**config.mk**
```make
export PLATFORM = sky130hd
export DESIGN_NAME = uart_tx_flat
export DESIGN_NICKNAME = d
export VERILOG_FILES = /design/src/rtl/uart_tx_if.sv /design/src/rtl/uart_tx.sv /design/src/flat_wrapper.sv
export SDC_FILE = /design/constraint.sdc
export NUM_CORES = 1
export LEC_CHECK = 0
export ABC_AREA = 1
export CELL_PAD_IN_SITES_DETAIL_PLACEMENT = 0
export CELL_PAD_IN_SITES_GLOBAL_PLACEMENT = 2
export CORE_MARGIN = 8
export CORE_UTILIZATION = 31
export DETAILED_ROUTE_END_ITERATION = 8
export GPL_TIMING_DRIVEN = 1
export PLACE_DENSITY = 0.76
export SYNTH_ARGS = -nofsm -noshare
export SYNTH_HDL_FRONTEND = slang
export SYNTH_SLANG_ARGS = --single-unit
export TNS_END_PERCENT = 5
```
**constraint.sdc**
```tcl
create_clock -name CLK -period 1.96 [get_ports CLK]
set_input_delay 0.294 -clock CLK [delete_from_list [all_inputs] [get_ports CLK]]
set_output_delay 0.294 -clock CLK [all_outputs]
set_load 0.02 [all_outputs]
```
**src/rtl/uart_tx_if.sv**
```systemverilog
// Handshake/payload bundle between a byte source and the UART transmitter.
// master = data source, slave = uart_tx.
interface uart_tx_if #(
    parameter int DATA_WIDTH = 8
);
    logic [DATA_WIDTH-1:0] P_DATA;
    logic                  DATA_VALID;
    logic                  PAR_EN;
    logic                  PAR_TYP;
    logic                  TX_OUT;
    logic                  Busy;

    modport master (
        output P_DATA, DATA_VALID, PAR_EN, PAR_TYP,
        input  TX_OUT, Busy
    );

    modport slave (
        input  P_DATA, DATA_VALID, PAR_EN, PAR_TYP,
        output TX_OUT, Busy
    );
endinterface

```
**src/rtl/uart_tx.sv**
```systemverilog
// UART frame serializer: start bit, LSB-first payload, optional parity, stop bit.
// One CLK edge per bit; back-to-back frames are accepted in the last STOP cycle.
module uart_tx #(
    parameter int DATA_WIDTH = 8
) (
    input  logic      CLK,
    input  logic      RST,
    uart_tx_if.slave  bus
);
    localparam int CNT_W = (DATA_WIDTH > 1) ? $clog2(DATA_WIDTH) : 1;
    localparam logic [CNT_W-1:0] LAST_BIT = CNT_W'(DATA_WIDTH - 1);

    typedef enum logic [2:0] {
        IDLE   = 3'd0,
        START  = 3'd1,
        DATA   = 3'd2,
        PARITY = 3'd3,
        STOP   = 3'd4
    } state_t;

    state_t                state_q, state_d;
    logic [CNT_W-1:0]      cnt_q, cnt_d;
    logic [DATA_WIDTH-1:0] data_q, data_d;
    logic                  par_en_q, par_en_d;
    logic                  par_typ_q, par_typ_d;
    logic                  tx_out_q, tx_out_d;
    logic                  busy_q, busy_d;
    logic                  accept;

    // Requests outside IDLE/STOP are dropped, not queued.
    assign accept = bus.DATA_VALID && (state_q == IDLE || state_q == STOP);

    always_comb begin
        state_d   = state_q;
        cnt_d     = cnt_q;
        data_d    = data_q;
        par_en_d  = par_en_q;
        par_typ_d = par_typ_q;

        case (state_q)
            IDLE:    if (accept) state_d = START;
            START: begin
                state_d = DATA;
                cnt_d   = '0;
            end
            DATA: begin
                cnt_d = cnt_q + 1'b1;
                if (cnt_q == LAST_BIT) state_d = par_en_q ? PARITY : STOP;
            end
            PARITY:  state_d = STOP;
            STOP:    state_d = accept ? START : IDLE;
            default: state_d = IDLE;
        endcase

        if (accept) begin
            data_d    = bus.P_DATA;
            par_en_d  = bus.PAR_EN;
            par_typ_d = bus.PAR_TYP;
            cnt_d     = '0;
        end

        // Outputs are decoded from the next state so they land in flops.
        tx_out_d = 1'b1;
        busy_d   = 1'b1;
        case (state_d)
            IDLE:    busy_d   = 1'b0;
            START:   tx_out_d = 1'b0;
            DATA:    tx_out_d = data_d[cnt_d];
            PARITY:  tx_out_d = (^data_d) ^ par_typ_d;
            STOP:    tx_out_d = 1'b1;
            default: busy_d   = 1'b0;
        endcase
    end

    always_ff @(posedge CLK or negedge RST) begin
        if (!RST) begin
            state_q   <= IDLE;
            cnt_q     <= '0;
            data_q    <= '0;
            par_en_q  <= 1'b0;
            par_typ_q <= 1'b0;
            tx_out_q  <= 1'b1;
            busy_q    <= 1'b0;
        end else begin
            state_q   <= state_d;
            cnt_q     <= cnt_d;
            data_q    <= data_d;
            par_en_q  <= par_en_d;
            par_typ_q <= par_typ_d;
            tx_out_q  <= tx_out_d;
            busy_q    <= busy_d;
        end
    end

    assign bus.TX_OUT = tx_out_q;
    assign bus.Busy   = busy_q;
endmodule

```
**src/flat_wrapper.sv**
```systemverilog
// flat-port wrapper written by rule: the top's interface ports become plain ports
module uart_tx_flat 
#(
    parameter int DATA_WIDTH = 8
)
  (CLK, RST, bus_P_DATA, bus_DATA_VALID, bus_PAR_EN, bus_PAR_TYP, bus_TX_OUT, bus_Busy);
  uart_tx_if #(.DATA_WIDTH(DATA_WIDTH)) bus_i ();
  input  logic CLK;
  input  logic RST;
  input wire logic [$bits(bus_i.P_DATA)-1:0] bus_P_DATA;
  input wire logic [$bits(bus_i.DATA_VALID)-1:0] bus_DATA_VALID;
  input wire logic [$bits(bus_i.PAR_EN)-1:0] bus_PAR_EN;
  input wire logic [$bits(bus_i.PAR_TYP)-1:0] bus_PAR_TYP;
  output wire logic [$bits(bus_i.TX_OUT)-1:0] bus_TX_OUT;
  output wire logic [$bits(bus_i.Busy)-1:0] bus_Busy;
  assign bus_i.P_DATA = bus_P_DATA;
  assign bus_i.DATA_VALID = bus_DATA_VALID;
  assign bus_i.PAR_EN = bus_PAR_EN;
  assign bus_i.PAR_TYP = bus_PAR_TYP;
  assign bus_TX_OUT = bus_i.TX_OUT;
  assign bus_Busy = bus_i.Busy;
  uart_tx #(.DATA_WIDTH(DATA_WIDTH)) u_core (.CLK(CLK), .RST(RST), .bus(bus_i));
endmodule
```
==> results.sh <==
export IMPL_rr_startpoint="u_core.cnt_q[0]"
export IMPL_cp_max_fo=3
export IMPL_maxCapViolCount=0
export IMPL_clockBufferDepth=2
export IMPL_setup_viol=0
export IMPL_reg2reg_depth=12
export IMPL_crit_arrival_ps=1900
export IMPL_grt_pass1_wl_um=4920
export IMPL_rsz0062_at_grt="no"
export IMPL_die_w_um=78.3
export IMPL_antenna_found_initial=0
export IMPL_critical_path_buf_inv_count=3
export IMPL_regArea_um2=452
export IMPL_critPathSlowestCell="dfrtp_1"
export IMPL_cp_depth=12
export IMPL_final_common_cell="nand2_1"
export IMPL_tns_ps=0
export IMPL_finalMaxSlewViolations=0
export IMPL_hold_viol=0
export IMPL_grt_pass1_vias=1035
export IMPL_fmax_ghz=0.588
export IMPL_endpoint_kind="register"
export IMPL_num_vias=1030
export IMPL_cts_sinks=18
export IMPL_p_per_area_nw_per_um2=1620
export IMPL_syn_area_um2=1200
export IMPL_fin_hold_ws_ps=364
export IMPL_antennaDiodeCount=0
export IMPL_start_util_pct=32.6
export IMPL_drive_gt1_share_pct=20.0
export IMPL_critPathRequiredTime_ps=2160
export IMPL_multiInputGateArea_um2=626
export IMPL_core_area_um2=3690
export IMPL_worstReg2RegEnd="u_core.bus.TX_OUT"
export IMPL_ys_warn_count=0
export IMPL_start_kind="register"
export IMPL_use_met2_pct=15.2
export IMPL_ys_ff_latch=18
export IMPL_ios=15
export IMPL_die_height_um=78.3
export IMPL_drc=0
export IMPL_drt_vias_per_instance=4.42
export IMPL_syn2layout_area_growth_pct=21.7
export IMPL_slew_headroom_pct=76.4
export IMPL_wl_um=2800
export IMPL_wl_per_cell_um=12.0
export IMPL_power_ir_vdd_worst_mv=0.487
export IMPL_crit_chain="ha_1 > ha_1 > inv_1 > o21ai_0 > inv_1 > nor2_1 > nand2_1 > inv_1 > nand3_1 > nand3_1 > nand2_1 > nand2_1"
export IMPL_drt_initial_drc_count=42
export IMPL_cp_top_family="adder cells"
export IMPL_nNetsFinal=201
export IMPL_ys_seq_area_share_pct=37.6
export IMPL_criticalPathCategory="register to register"
export IMPL_dieArea_um2=6130
export IMPL_cts_resized_gates=0
export IMPL_htreeDepth=1
export IMPL_slowest_delay_ps=400
export IMPL_layout_min_cycle_time_ps=1700
export IMPL_mostFrequentLayoutCells="nand2_1 (52), nand3_1 (25), inv_1 (22)"
export IMPL_r2r_setup_slack_ps=260
export IMPL_clk_pin_slew_ps=70
export IMPL_dp_hpwl_um=2190
export IMPL_synth_cells=164
export IMPL_post_cts_buffers=0
export IMPL_antenna_left=0
export IMPL_p_leak_nw=0.765
export IMPL_grt_total_usage_pct=9.85
export IMPL_use_met3_pct=1.82
export IMPL_nFillCells=408
export IMPL_synth_nets=179
export IMPL_cts_tree="built"
export IMPL_rows=22
export IMPL_grt_max_degree=20
export IMPL_grtUsageMet1_pct=13.2
export IMPL_clk_latency_ps=250
export IMPL_cts_buffers=3
export IMPL_outcome="complete, no violations"
export IMPL_root_buffer="clkbuf_8"
export IMPL_place_congestion=0.792
export IMPL_fin_skew_ps=3.98
export IMPL_synth_distinct_cells=23
export IMPL_holdBufCountCts=0
export IMPL_overflow=0
export IMPL_synth_avg_cell_area_um2=7.33
export IMPL_worstMarginPinSlew_ps=350
export IMPL_dr_pass1_iters=4
export IMPL_period_share_pct=86.8
export IMPL_hold_path_class="input port to asynchronous set/reset pin"
export IMPL_numPortBuffers=14
export IMPL_top_usage_layer="met2"
==> registers in the layout, summed over array words and instances (netlist names) <==
name               cells
u_core.bus.Busy        1
u_core.bus.TX_OUT      1
u_core.cnt_q           3
u_core.data_q          8
u_core.par_en_q        1
u_core.par_typ_q       1
u_core.state_q         3
==> kinds of logic after synthesis <==
logic type / synth area share [%]
buffers and inverters: 10.4
AOI/OAI and AO/OA: 3.33
adders and majority gates: 2.08
DFF: 37.6
and+or+nand+nor: 46.6
==> how the worst max path moves through the flow <==
stage,startpoint,end,slack [ps]
floorplan,u_core.state_q[1],u_core.bus.TX_OUT,420
global placement,bus_DATA_VALID,u_core.bus.TX_OUT,9
detailed placement,bus_DATA_VALID,u_core.bus.TX_OUT,6
CTS,u_core.cnt_q[0],u_core.bus.TX_OUT,250
global route,u_core.state_q[1],u_core.bus.TX_OUT,60
finish,u_core.cnt_q[0],u_core.bus.TX_OUT,260
==> where the power goes <==
part	leakage [nW]	switching (mW)	internal (mW)	total, mW
Clock	0.0288	0.128	0.178	0.306
Combinational	0.514	0.871	0.521	1.39
Sequential	0.222	0.118	0.549	0.667
Total	0.765	1.12	1.25	2.37
==> metrics by stage <==
stage          instance area [um^2]  setup slack (ps)  power, mW  util (%)  instances
5_1_grt                        1460              63.7       2.62      39.7        233
3_3_place_gp                   1410              8.99       2.07      38.2        229
6_report                       1460               259       2.37      39.7        233
2_1_floorplan                  1200               417       1.74         -        164
3_5_place_dp                   1410              5.84       2.08      38.2        229
4_1_cts                        1460               253       2.40      39.7        233
==> layout make-up <==
| type | count | area share, % |
|---|---|---|
| multi-input cells | 120 | 42.7 |
| flip-flops and latches | 18 | 30.9 |
| repair buffers | 20 | 12.6 |
| inverters | 23 | 5.90 |
| well taps | 48 | 4.10 |
| clock buffers | 4 | 3.76 |
==> metal layers <==
layer,up-vias,routed length [um]
li1,552,-
met1,465,1410
met2,11,1270
met3,2,104
met4,0,23
met5,-,0
==> Yosys cell counts <==
library cell	count	share of area [%]
nand4_1	1	0.52
nand3_2	1	0.83
ha_1	2	2.1
inv_1	22	6.9
o21ai_0	1	0.42
buf_6	1	0.94
o21ai_1	2	0.83
nand2_1	52	16
nor2_1	7	2.2
nor2_4	2	1.9
o31ai_1	1	0.62
nor2_2	1	0.52
buf_4	1	0.62
nand3b_1	4	2.5
o21ai_2	1	0.73
dfrtp_1	17	35
dfstp_2	1	2.2
nand2_2	15	7.8
nand2_4	4	3.7
inv_2	1	0.31
nand3_1	25	10
a21oi_2	1	0.73
buf_12	1	1.7
Power figures use the tool's default switching activity.
